`config.mk`:
```
export PLATFORM = sky130hd
export DESIGN_NAME = pipe_hazard_ctrl_flat
export DESIGN_NICKNAME = d
export VERILOG_FILES = /design/src/rtl/pipe_hazard_ctrl_if.sv /design/src/rtl/pipe_hazard_ctrl.sv /design/src/flat_wrapper.sv
export SDC_FILE = /design/constraint.sdc
export NUM_CORES = 1
export LEC_CHECK = 0
export BUFFER_PORTS_ARGS = -buffer_cell sky130_fd_sc_hd__buf_4
export CORE_MARGIN = 2
export CORE_UTILIZATION = 45
export DETAILED_ROUTE_END_ITERATION = 8
export GPL_ROUTABILITY_DRIVEN = 1
export PLACE_DENSITY = 0.74
export SLEW_MARGIN = 20
export SYNTH_ARGS = -nofsm -noshare
export SYNTH_HDL_FRONTEND = slang
export SYNTH_SLANG_ARGS = --single-unit
export TNS_END_PERCENT = 20
```
`constraint.sdc`:
```
create_clock -name clk -period 1.9 [get_ports clk]
set_input_delay 0.38 -clock clk [delete_from_list [all_inputs] [get_ports clk]]
set_output_delay 0.38 -clock clk [all_outputs]
set_load 0.01 [all_outputs]
```
`src/rtl/pipe_hazard_ctrl_if.sv`:
```
//------------------------------------------------------------------------------
// pipe_hazard_ctrl_if : hazard-status inputs and stall/flush controls of the
//                       pipeline hazard controller.  Rev 1.0
//------------------------------------------------------------------------------
`default_nettype none

interface pipe_hazard_ctrl_if #(
  parameter int IDX_W = 5,
  parameter int CNT_W = 16
);
  logic [IDX_W-1:0] d_rs1_index;
  logic [IDX_W-1:0] d_rs2_index;
  logic             d_rs1_used;
  logic             d_rs2_used;
  logic [IDX_W-1:0] e_rd_index;
  logic             e_wb_en;
  logic             e_is_load;
  logic             e_mispredict;
  logic             e_ecall;
  logic             mem_busy;
  logic             resume;
  logic             pc_stall;
  logic             fd_stall;
  logic             fd_flush;
  logic             de_stall;
  logic             de_flush;
  logic             halted;
  logic [CNT_W-1:0] bubble_cnt;

  modport master (
    output d_rs1_index, d_rs2_index, d_rs1_used, d_rs2_used,
    output e_rd_index, e_wb_en, e_is_load, e_mispredict, e_ecall,
    output mem_busy, resume,
    input  pc_stall, fd_stall, fd_flush, de_stall, de_flush, halted, bubble_cnt
  );

  modport slave (
    input  d_rs1_index, d_rs2_index, d_rs1_used, d_rs2_used,
    input  e_rd_index, e_wb_en, e_is_load, e_mispredict, e_ecall,
    input  mem_busy, resume,
    output pc_stall, fd_stall, fd_flush, de_stall, de_flush, halted, bubble_cnt
  );
endinterface

`default_nettype wire

```
`src/rtl/pipe_hazard_ctrl.sv`:
```
//------------------------------------------------------------------------------
// pipe_hazard_ctrl : stall/flush controller for the 5-stage RV32 pipeline
//                    (load-use, mispredict, mem wait, ecall halt).  Rev 1.0
//------------------------------------------------------------------------------
`default_nettype none

module pipe_hazard_ctrl #(
  parameter int IDX_W        = 5,
  parameter int DRAIN_CYCLES = 2,
  parameter int CNT_W        = 16
) (
  input  logic                clk,
  input  logic                rst,
  pipe_hazard_ctrl_if.slave   bus
);

  typedef enum logic [1:0] {
    ST_RUN   = 2'd0,
    ST_DRAIN = 2'd1,
    ST_HALT  = 2'd2
  } state_e;

  localparam logic [3:0]       DRAIN_INIT = 4'(DRAIN_CYCLES - 1);
  localparam logic [CNT_W-1:0] CNT_MAX    = '1;

  state_e           state_q, state_d;
  logic [3:0]       drain_q, drain_d;
  logic             halted_q, halted_d;
  logic [CNT_W-1:0] bubble_q, bubble_d;

  logic [IDX_W-1:0] rs1_idx, rs2_idx, rd_idx;
  logic             load_use;
  logic             pc_stall, fd_stall, fd_flush, de_stall, de_flush;

  assign rs1_idx = bus.d_rs1_index;
  assign rs2_idx = bus.d_rs2_index;
  assign rd_idx  = bus.e_rd_index;

  assign load_use = bus.e_is_load && bus.e_wb_en && (rd_idx != '0) &&
                    ((bus.d_rs1_used && (rs1_idx == rd_idx)) ||
                     (bus.d_rs2_used && (rs2_idx == rd_idx)));

  always_comb begin
    pc_stall = 1'b0;
    fd_stall = 1'b0;
    fd_flush = 1'b0;
    de_stall = 1'b0;
    de_flush = 1'b0;
    state_d  = state_q;
    drain_d  = drain_q;
    halted_d = halted_q;

    if (!rst) begin
      case (state_q)
        ST_RUN: begin
          if (bus.mem_busy) begin
            pc_stall = 1'b1;
            fd_stall = 1'b1;
            de_stall = 1'b1;
          end else if (bus.e_mispredict) begin
            fd_flush = 1'b1;
            de_flush = 1'b1;
          end else if (bus.e_ecall) begin
            pc_stall = 1'b1;
            fd_stall = 1'b1;
            fd_flush = 1'b1;
            de_flush = 1'b1;
            state_d  = ST_DRAIN;
            drain_d  = DRAIN_INIT;
          end else if (load_use) begin
            pc_stall = 1'b1;
            fd_stall = 1'b1;
            de_flush = 1'b1;
          end
        end
        ST_DRAIN: begin
          // A memory wait freezes the drain countdown so M/W really retire.
          if (bus.mem_busy) begin
            pc_stall = 1'b1;
            fd_stall = 1'b1;
            de_stall = 1'b1;
          end else begin
            pc_stall = 1'b1;
            fd_stall = 1'b1;
            de_flush = 1'b1;
            if (drain_q == 4'd0) begin
              state_d  = ST_HALT;
              halted_d = 1'b1;
            end else begin
              drain_d = drain_q - 4'd1;
            end
          end
        end
        ST_HALT: begin
          pc_stall = 1'b1;
          fd_stall = 1'b1;
          de_flush = 1'b1;
          if (bus.resume) begin
            state_d  = ST_RUN;
            halted_d = 1'b0;
          end
        end
        default: begin
          state_d  = ST_RUN;
          drain_d  = 4'd0;
          halted_d = 1'b0;
        end
      endcase
    end

    bubble_d = (de_flush && (bubble_q != CNT_MAX)) ? bubble_q + CNT_W'(1) : bubble_q;
  end

  always_ff @(posedge clk) begin
    if (rst) begin
      state_q  <= ST_RUN;
      drain_q  <= 4'd0;
      halted_q <= 1'b0;
      bubble_q <= '0;
    end else begin
      state_q  <= state_d;
      drain_q  <= drain_d;
      halted_q <= halted_d;
      bubble_q <= bubble_d;
    end
  end

  assign bus.pc_stall   = pc_stall;
  assign bus.fd_stall   = fd_stall;
  assign bus.fd_flush   = fd_flush;
  assign bus.de_stall   = de_stall;
  assign bus.de_flush   = de_flush;
  assign bus.halted     = halted_q;
  assign bus.bubble_cnt = bubble_q;

endmodule

`default_nettype wire

```
`src/flat_wrapper.sv`:
```
// flat-port wrapper written by rule: the top's interface ports become plain ports
module pipe_hazard_ctrl_flat 
#(
  parameter int IDX_W        = 5,
  parameter int DRAIN_CYCLES = 2,
  parameter int CNT_W        = 16
)
  (clk, rst, bus_d_rs1_index, bus_d_rs2_index, bus_d_rs1_used, bus_d_rs2_used, bus_e_rd_index, bus_e_wb_en, bus_e_is_load, bus_e_mispredict, bus_e_ecall, bus_mem_busy, bus_resume, bus_pc_stall, bus_fd_stall, bus_fd_flush, bus_de_stall, bus_de_flush, bus_halted, bus_bubble_cnt);
  pipe_hazard_ctrl_if #(.IDX_W(IDX_W), .CNT_W(CNT_W)) bus_i ();
  input  logic clk;
  input  logic rst;
  input wire logic [$bits(bus_i.d_rs1_index)-1:0] bus_d_rs1_index;
  input wire logic [$bits(bus_i.d_rs2_index)-1:0] bus_d_rs2_index;
  input wire logic [$bits(bus_i.d_rs1_used)-1:0] bus_d_rs1_used;
  input wire logic [$bits(bus_i.d_rs2_used)-1:0] bus_d_rs2_used;
  input wire logic [$bits(bus_i.e_rd_index)-1:0] bus_e_rd_index;
  input wire logic [$bits(bus_i.e_wb_en)-1:0] bus_e_wb_en;
  input wire logic [$bits(bus_i.e_is_load)-1:0] bus_e_is_load;
  input wire logic [$bits(bus_i.e_mispredict)-1:0] bus_e_mispredict;
  input wire logic [$bits(bus_i.e_ecall)-1:0] bus_e_ecall;
  input wire logic [$bits(bus_i.mem_busy)-1:0] bus_mem_busy;
  input wire logic [$bits(bus_i.resume)-1:0] bus_resume;
  output wire logic [$bits(bus_i.pc_stall)-1:0] bus_pc_stall;
  output wire logic [$bits(bus_i.fd_stall)-1:0] bus_fd_stall;
  output wire logic [$bits(bus_i.fd_flush)-1:0] bus_fd_flush;
  output wire logic [$bits(bus_i.de_stall)-1:0] bus_de_stall;
  output wire logic [$bits(bus_i.de_flush)-1:0] bus_de_flush;
  output wire logic [$bits(bus_i.halted)-1:0] bus_halted;
  output wire logic [$bits(bus_i.bubble_cnt)-1:0] bus_bubble_cnt;
  assign bus_i.d_rs1_index = bus_d_rs1_index;
  assign bus_i.d_rs2_index = bus_d_rs2_index;
  assign bus_i.d_rs1_used = bus_d_rs1_used;
  assign bus_i.d_rs2_used = bus_d_rs2_used;
  assign bus_i.e_rd_index = bus_e_rd_index;
  assign bus_i.e_wb_en = bus_e_wb_en;
  assign bus_i.e_is_load = bus_e_is_load;
  assign bus_i.e_mispredict = bus_e_mispredict;
  assign bus_i.e_ecall = bus_e_ecall;
  assign bus_i.mem_busy = bus_mem_busy;
  assign bus_i.resume = bus_resume;
  assign bus_pc_stall = bus_i.pc_stall;
  assign bus_fd_stall = bus_i.fd_stall;
  assign bus_fd_flush = bus_i.fd_flush;
  assign bus_de_stall = bus_i.de_stall;
  assign bus_de_flush = bus_i.de_flush;
  assign bus_halted = bus_i.halted;
  assign bus_bubble_cnt = bus_i.bubble_cnt;
  pipe_hazard_ctrl #(.IDX_W(IDX_W), .DRAIN_CYCLES(DRAIN_CYCLES), .CNT_W(CNT_W)) u_core (.clk(clk), .rst(rst), .bus(bus_i));
endmodule
```
==> metrics.cfg <==
[critical_path]
worstPathCellList = buf_6 > xnor2_2 > nand4_1 > o22ai_2 > a21oi_2 > or3b_4 > a21boi_2 > buf_4
required_ps = 1520
worstReg2RegStart = u_core.state_q[0]$_SDFFE_PP0P_
criticalPathCategory = primary input to output pin
crit_fanout = 2
rrSetupSlack_ps = -120
crit_path_start_kind = primary input
r2r_cells = 8
r2r_end = u_core.bus.bubble_cnt[13]$_SDFFE_PP0P_
slowest_stage = or3b_4
endpoint_kind = output pin
arrival_ps = 1780
cp_slowest_stage_delay_ps = 370

[detailed_routing]
totalWireLength_um = 4370
vias_per_cell = 5.53
dr.first_iter.drc_count = 114
antenna_left = 0
dr.pass1.iters = 4
drcViolationCount = 0
wl_per_cell_um = 14.1
num_vias = 1713

[synthesis]
synth_common_cells = dfxtp_1 (23), a21oi_1 (18), nand2_1 (12), or4_1 (12), inv_1 (11)
yosysUniqueCellTypes = 47
seq_area_frac_synth = 0.296
muxShareOfSynthArea = 0.00644
synth-adder-area-share = 0.0564
synth.area.top_cells = dfxtp_1 (30%), a21oi_1 (5.8%), or4_1 (5.8%)
synth_compound_area_frac = 0.246
synth-simple-area-share = 0.257
synth_most_common_cell = dfxtp_1
avgSynthCellArea_um2 = 8.18
synthCells = 190
synth_xor_xnor_area_share = 0.0564
synth_area_um2 = 1550
ys_warn_count = 0
synth_top_area_share = 0.296
synth-seq-cells = 23
synth_edf_count = 0
synth_top_family_by_area = simple AND/OR/NAND/NOR gates
synth_flop_cell = dfxtp_1
async_reset_ff_frac = 0
synth_fp_nets = 222
synth_top_area_cell = dfxtp_1

[cells_and_area]
fin_area_um2 = 2410
drive_gt1_frac = 0.481
nets = 297
utilization = 0.722
synthToLayoutAreaGrowth_pct = 55.0
layout.cells.non_filler = 310
num_antenna_cells = 0

[sta]
finClkSkew_ps = 11.7
hold_slack_ps = 518
clock.fmax_mhz = 462
maxSlewHeadroom = 0.707
worst_slack_ps = -264
drv_slew = 0
hold_violations = 0
post-route-period-util = 1.14
setup_viol = 15
rsz0062_at_grt = true
worst_pin_slew_ps = 437
fin_crit_ps = 2160

[clock_network]
insertion_delay_ps = 320
clkSinkCount = 23
root_buffer = clkbuf_4
clock_path_buffers = 2
clk_pin_slew_ps = 130
cts_buffers = 3
cts_tree = yes
htree_num_levels = 1

[power]
peakVddDrop_uv = 653
cellPowerDensity_nw_per_um2 = 751
power_leakage_uw = 0.00103

[grt]
antenna_found_initial = 0
grt_overflow = 0
grt_pass1_vias = 1566
track_usage = 0.219
grt_pass1_wl_um = 6990
grt_start_max_net_pins = 20

[floorplan]
dieArea_um2 = 3940
core_um2 = 3340
start_util = 0.466
rows = 21
ios = 47
die_h_um = 62.8
die_w_um = 62.8

[worst_hold_path]
worstHoldStart = u_core.bus.bubble_cnt[4]$_SDFFE_PP0P_
whs_path_depth = 2
hold_path_end = u_core.bus.bubble_cnt[4]$_SDFFE_PP0P_
hold_class = flop to flop

[outcome]
violations = negative setup slack
status = complete, but fails checks

[placement]
place_area_um2 = 2150
gp_congestion = 0.818
dp.cells = 303
place_hpwl_um = 3010
numPortBuffers = 46

[job]
cap_violations = 0

[worst max-delay path by stage]
stage,slack (ps),end,from,cells past startpoint
floorplan,-100,bus_de_flush,bus_e_rd_index[0],7
global placement,-260,bus_fd_stall,bus_e_rd_index[3],8
detailed placement,-290,bus_pc_stall,bus_e_rd_index[4],8
CTS,-230,u_core.bus.bubble_cnt[7]$_SDFFE_PP0P_,u_core.state_q[1]$_SDFFE_PP0P_,8
global route,-340,bus_de_flush,u_core.state_q[0]$_SDFFE_PP0P_,8
finish,-260,bus_pc_stall,bus_d_rs1_index[4],8
[state kept, by name, summed over array words and instances (netlist names)]
name and cells:
u_core.bus.bubble_cnt 16, u_core.drain_q 4, u_core.state_q 2, u_core.bus.halted 1
[stage by stage]
step	setup TNS [ps]	power (uW)	worst slack (ps)
after floorplan	-527	1060	-99.9
after global placement	-3440	1380	-258
after detailed placement	-3750	1400	-290
after CTS	-2890	1690	-228
after global routing	-3380	1920	-337
final	-1830	1810	-264
[layout by cell type (no fill, tap or decap), types with 3 or more instances in the layout]
cell,count
o21ai_1,3
xnor2_2,7
a211oi_1,4
a21oi_2,8
buf_6,8
nand4_1,4
o21ai_0,3
o41ai_1,3
and3_1,6
a21oi_1,11
nand3_1,8
clkbuf_4,3
dfxtp_1,22
nor2_1,10
inv_2,5
buf_4,72
xnor2_1,3
inv_1,7
ha_1,4
or4_1,7
or3_1,3
nand2_1,12
o31ai_1,8
or4_4,5
[per-layer routing]
metal  share of wire  track usage
met1            0.46        0.278
met5               0            0
met2            0.50        0.376
met4           0.012       0.0722
met3           0.029       0.0360
[cells by family after synthesis]
group,Yosys count
AND/OR/NAND/NOR,69
multiplexers,1
AO/OA/AOI/OAI,56
XOR/XNOR,10
flip-flops,23
adder cells (fa/ha/maj),7
buffers and inverters,24
[worst max-delay path, delay by kind of cell]
| family | cells | cell delay [ps] |
|---|---|---|
| buffers and inverters | 2 | 240 |
| AOI/OAI and AO/OA | 3 | 480 |
| xor gates and xnor gates | 1 | 150 |
| and+or+nand+nor | 2 | 540 |
[timing repair]
item,in CTS,in global routing
buffers inserted,2,1
gates resized for setup,19,32
hold endpoints to repair,0,0
pin swaps,11,17
hold buffers,0,0
setup endpoints to repair,23,24
[final cells by class]
cell class / count / area [um^2]
timing repair buffer: 82 / 666
clock buffer: 4 / 26.3
multi-input combinational: 143 / 1150
inverter: 12 / 45.0
tap: 46 / 57.6
fill: 261 / 928
sequential: 23 / 464
[report_power, final]
group	switching (uW)	leakage [uW]	total [uW]	internal, uW
combinational	501	0.000827	1010	507
sequential	32.6	0.000187	566	533
clock	153	0.0000150	235	82.3
total	687	0.00103	1810	1120
(Power assumes the default switching activity.)
